## src/rtl/load_store_unit.sv

```systemverilog
// RV32I load/store unit over a word-addressed data_mem: lane extract/extend, SB/SH via read-modify-write; LSU_MISALIGN_CHECK_EN adds misalignment faults.
// Response pulse after accept: fault 1, SW 2, load 3, SB/SH 4 cycles; req_ready is low from accept until that pulse, req_valid ignored meanwhile.
module load_store_unit #(
  parameter int ADDR_WIDTH = 32
) (
  input  logic                  clk,
  input  logic                  rst,
  input  logic                  req_valid,
  output logic                  req_ready,
  input  logic                  req_write,
  input  logic [2:0]            req_funct3,
  input  logic [ADDR_WIDTH-1:0] req_addr,
  input  logic [31:0]           req_wdata,
  output logic                  resp_valid,
  output logic [31:0]           resp_rdata,
  output logic                  fault,
  output logic                  mem_read,
  output logic                  mem_write,
  output logic [ADDR_WIDTH-1:0] mem_addr,
  output logic [31:0]           mem_wdata,
  input  logic [31:0]           mem_rdata
);

  typedef enum logic [2:0] {IDLE, RD, CAP, WR, DONE} state_t;

  typedef struct packed {
    logic        write;
    logic [2:0]  funct3;
    logic [1:0]  lane;
    logic [15:0] wdata;
    logic        fault;
  } req_t;

  state_t                r_state;
  req_t                  r_req;
  logic                  r_mem_read;
  logic                  r_mem_write;
  logic [ADDR_WIDTH-1:0] r_mem_addr;
  logic [31:0]           r_mem_wdata;
  logic                  r_resp_valid;
  logic [31:0]           r_resp_rdata;
  logic                  r_fault;

  logic w_illegal;
  logic w_misalign;
  logic w_fault;
  logic w_accept;

  function automatic logic [31:0] f_extract(input logic [2:0] funct3, input logic [1:0] lane,
                                            input logic [31:0] word);
    logic [7:0]  b;
    logic [15:0] h;
    case (lane)
      2'd0:    b = word[7:0];
      2'd1:    b = word[15:8];
      2'd2:    b = word[23:16];
      default: b = word[31:24];
    endcase
    h = lane[1] ? word[31:16] : word[15:0];
    case (funct3)
      3'b000:  return {{24{b[7]}}, b};
      3'b001:  return {{16{h[15]}}, h};
      3'b100:  return {24'd0, b};
      3'b101:  return {16'd0, h};
      default: return word;
    endcase
  endfunction

  function automatic logic [31:0] f_merge(input logic [2:0] funct3, input logic [1:0] lane,
                                          input logic [31:0] word, input logic [15:0] wdata);
    logic [31:0] m;
    m = word;
    if (funct3 == 3'b000) begin
      case (lane)
        2'd0:    m[7:0]   = wdata[7:0];
        2'd1:    m[15:8]  = wdata[7:0];
        2'd2:    m[23:16] = wdata[7:0];
        default: m[31:24] = wdata[7:0];
      endcase
    end else if (lane[1]) begin
      m[31:16] = wdata;
    end else begin
      m[15:0] = wdata;
    end
    return m;
  endfunction

  always_comb begin
    w_illegal = req_write ? (req_funct3 > 3'b010)
                          : ((req_funct3 == 3'b011) || (req_funct3[2:1] == 2'b11));
`ifdef LSU_MISALIGN_CHECK_EN
    w_misalign = ((req_funct3[1:0] == 2'b01) && req_addr[0]) ||
                 ((req_funct3[1:0] == 2'b10) && (req_addr[1:0] != 2'b00));
`else
    w_misalign = 1'b0;
`endif
    w_fault  = w_illegal || w_misalign;
    w_accept = req_valid && (r_state == IDLE);
  end

  // Memory strobes and the response are registered alongside the state transition.
  always_ff @(posedge clk or posedge rst) begin
    if (rst) begin
      r_state      <= IDLE;
      r_req        <= '0;
      r_mem_read   <= 1'b0;
      r_mem_write  <= 1'b0;
      r_mem_addr   <= '0;
      r_mem_wdata  <= '0;
      r_resp_valid <= 1'b0;
      r_resp_rdata <= '0;
      r_fault      <= 1'b0;
    end else begin
      r_resp_valid <= 1'b0;
      r_fault      <= 1'b0;
      case (r_state)
        IDLE: begin
          if (w_accept) begin
            r_req.write  <= req_write;
            r_req.funct3 <= req_funct3;
            r_req.lane   <= req_addr[1:0];
            r_req.wdata  <= req_wdata[15:0];
            r_req.fault  <= w_fault;
            r_mem_addr   <= {req_addr[ADDR_WIDTH-1:2], 2'b00};
            if (req_write) r_mem_wdata <= req_wdata;
            if (w_fault) begin
              r_state <= DONE;
            end else if (req_write && (req_funct3 == 3'b010)) begin
              r_state     <= WR;
              r_mem_write <= 1'b1;
            end else begin
              r_state    <= RD;
              r_mem_read <= 1'b1;
            end
          end
        end
        RD: r_state <= CAP;
        CAP: begin
          r_mem_read <= 1'b0;
          if (r_req.write) begin
            r_mem_wdata <= f_merge(r_req.funct3, r_req.lane, mem_rdata, r_req.wdata);
            r_mem_write <= 1'b1;
            r_state     <= WR;
          end else begin
            r_resp_rdata <= f_extract(r_req.funct3, r_req.lane, mem_rdata);
            r_state      <= DONE;
          end
        end
        WR: begin
          r_mem_write <= 1'b0;
          r_state     <= DONE;
        end
        DONE: begin
          r_resp_valid <= 1'b1;
          r_fault      <= r_req.fault;
          if (r_req.write || r_req.fault) r_resp_rdata <= '0;
          r_state <= IDLE;
        end
        default: r_state <= IDLE;
      endcase
    end
  end

  assign req_ready  = (r_state == IDLE);
  assign mem_read   = r_mem_read;
  assign mem_write  = r_mem_write;
  assign mem_addr   = r_mem_addr;
  assign mem_wdata  = r_mem_wdata;
  assign resp_valid = r_resp_valid;
  assign resp_rdata = r_resp_rdata;
  assign fault      = r_fault;

endmodule

```

## config.mk

```make
export PLATFORM = sky130hd
export DESIGN_NAME = load_store_unit
export DESIGN_NICKNAME = d
export VERILOG_FILES = /design/src/rtl/load_store_unit.sv
export SDC_FILE = /design/constraint.sdc
export NUM_CORES = 1
export LEC_CHECK = 0
export ABC_AREA = 1
export CORE_AREA = 2 2 165 86
export CTS_BUF_LIST = sky130_fd_sc_hd__clkbuf_4 sky130_fd_sc_hd__clkbuf_8
export DETAILED_ROUTE_END_ITERATION = 8
export DIE_AREA = 0 0 167 88
export PLACE_DENSITY = 0.95
export SLEW_MARGIN = 5
export SYNTH_ARGS = -nofsm -noshare
export SYNTH_HDL_FRONTEND = slang
export SYNTH_SLANG_ARGS = --single-unit
```

## constraint.sdc

```tcl
create_clock -name clk -period 7.5 [get_ports clk]
set_clock_uncertainty 0.05 [all_clocks]
set_input_delay 1.5 -clock clk [delete_from_list [all_inputs] [get_ports clk]]
set_output_delay 1.5 -clock clk [all_outputs]
set_load 0.005 [all_outputs]
```

==> impl_results.md <==
* Initial core utilization at 51.92%
* Nets at 1277
* Critical path arrival at about 1.9 ns
* Highest clock rate at 290.5 MHz
* Critical path class: flip-flop to output pin
* Crit-path cells: nor2_4 -> nand2_1 -> inv_2 -> clkdlybuf4s50_1
* Inserted Diodes at 0
* CTS resizes at 0
* Initial antenna violation count at 1
* Vias at around 7400
* Fraction of layout cells with a size suffix above 1 at under 10%
* Post-synthesis cell count at 1007
* Routed vias/inst at 5.436
* TritonCTS clock tree: yes
* Post-route DRC violation count at 0
* Core area at 13250 um2
* Endpoints failing setup at 0
* Synth area leaders: dfrtp_1 45%, nand2_1 23%, nor2_1 6.8%
* IO Count at 204
* Hold buffer count at CTS at 0
* Root Buffer: clkbuf_8
* Crit path launch type: flip-flop
* Worst-Skew Late Latency at 0.45 ns
* Die Width at roughly 170 um
* Drt pass-1 iters at 7
* IO buf count at between 200 and 250
* RSZ-0062 raised after global routing: false
* Max-slew violation count at 0
* Critical Path Slowest Stage Cell: clkdlybuf4s50_1
* Async set or reset register ratio after synthesis at 100.0%
* Area growth from synthesis to layout at 34.92%
* Fin crit share at around 46%
* Synth warn at 0
* Hpwl dp at between 15 and 20 mm
* Number of flops mapped to enable cells by yosys at 0
* H-tree depth at 4
* #FFs+latches synth at 124
* Tot GR Track Use at between 30% and 40%
* Placer Congestion at 0.9672
* Total CTS buffers at 17
* Worst Tran Pin Value at 1.166 ns
* CP max stage delay at ~0.53 ns
* Worst hold margin at 0.4332 ns
* Final WL at 22.40 mm
* CP required at 5.95 ns
* Crit-path max FO at 5
* Largest net degree at the start of global routing at 81
* Area leader, netlist: dfrtp_1
* Final min period at 3.443 ns
* Die H at 88 um
* CP endpoint kind: output pin
* Sequential fraction of the synthesis area at 45.11%
* Clock buffer depth at 2
* Die area at 14700 um2
* Synth Cell Area at 6879 um2
* Synth Flop Type: dfrtp_1
* Top cells by count, synth: 417 x nand2_1, 124 x dfrtp_1, 124 x nor2_1
* CTS sink count at roughly 120
* Top-count cell post-synth: nand2_1
* Initial DRC count at 900
* Status: completed
* PD cells at 408.4 nW/um2
* Hold Vio Cnt, Final at 0
* Pleak at 4.545 nW
* Worst VDD drop at 0.3338 mV
* Hold Path Class: flip-flop to flip-flop
* Clock slew at reported path FFs at roughly 0.080 ns
* WL per Instance at between 15 and 20 um
* Total Neg Setup Slack at 0 ns
* Post-CTS setup buffer count at 0
* Share of the synthesized area in the top cell type at 45.11%
* Vias in the first global route at roughly 6800
* Worst slew margin at 22.24%
* Max-Cap Viols at 0
* DRT antenna net count at 0
* Number of core rows at 30
* GRT Residual Overflow at 0
* Synth cell types at 27
* Mean Syn Cell Area at 6.831 um2
* First-pass GRT wire length at 35.14 mm
[logic make-up after synthesis]
group	synth area share, %
AND/OR/NAND/NOR	36.70
AO/OA/AOI/OAI	10.59
flip-flops	45.11
buffers and inverters	7.548
other	0.05451
[per-layer routing]
| metal | global-route usage [%] | vias up | wire length, um |
|---|---|---|---|
| li1 | - | 3488 | - |
| met1 | 42.35 | 3419 | 9492 |
| met2 | 46.28 | 459 | 9513 |
| met3 | 12.29 | 41 | 3069 |
| met4 | 7.837 | 2 | 308 |
| met5 | 0 | - | 13 |
[final cells by class]
cell class              instances  area [um2]
multi-input cells             765        3261
clock buffers                  17       234.0
repair buffers                205        2042
clock inverters                15       186.4
fillers                      1070        3969
inverters                      61       234.0
well taps                     176       220.2
flip-flops and latches        124        3104
[path summary, 6_finish.rpt]
check,start,to,slack [ns],cells after the start
max,r_state[0]$_DFFE_PP0P_,req_ready,4.06,4
min,mem_addr[16]$_DFFE_PP0P_,mem_addr[16]$_DFFE_PP0P_,0.43,2
max reg2reg,r_req[20]$_DFFE_PP0P_,resp_rdata[28]$_DFFE_PP0P_,4.56,8
min reg2reg,mem_addr[16]$_DFFE_PP0P_,mem_addr[16]$_DFFE_PP0P_,0.43,2
max in group asynchronous,rst,r_req[18]$_DFFE_PP0P_,4.55,3
min in group asynchronous,rst,resp_rdata[18]$_DFFE_PP0P_,1.45,2
[metrics by stage]
stage	power [mW]	cells	instance area, um2	utilization [%]	setup slack (ns)
floorplan	2.330	1008	6883	-	2.651
global placement	3.050	1331	8861	66.87	3.974
detailed placement	3.113	1331	8861	66.87	3.883
CTS	3.760	1363	9281	70.05	4.055
global route	4.069	1363	9281	70.05	4.016
finish	3.791	1363	9281	70.05	4.057
[cell usage in the layout, fill, tap and decap left out, drive strengths merged]
cell type	synthesis	layout
a21oi	28	28
bufinv	0	3
dfrtp	124	124
nand3	67	67
nand4	3	3
clkdlybuf4s50	0	201
nand2	424	424
conb	1	2
clkinvlp	0	4
nor2	128	128
clkbuf	18	17
inv	61	66
or2	2	2
buf	40	4
clkinv	0	3
o211ai	15	15
nor4b	1	1
a31oi	2	2
nor3	2	2
o21ai	91	91
[where the power goes]
part	internal [mW]	switching (mW)	leakage, nW
sequential	0.960	0.244	1.53
combinational	0.814	1.14	2.81
clock	0.334	0.303	0.200
[state kept, by name, indices dropped and copies added, names as in the netlist]
| name | count |
|---|---|
| resp_rdata | 32 |
| mem_addr | 30 |
| mem_write | 1 |
| mem_wdata | 32 |
| r_req | 23 |
| resp_valid | 1 |
| fault | 1 |
| r_state | 3 |
| mem_read | 1 |
[worst max-delay path: cells and delay by family (launching register included)]
family | cells | cell delay [ns]
AND/OR/NAND/NOR | 2 | 0.32
flip-flops | 1 | 0.46
buffers and inverters | 2 | 0.66
Note: power is estimated with default switching activity, not from simulation.
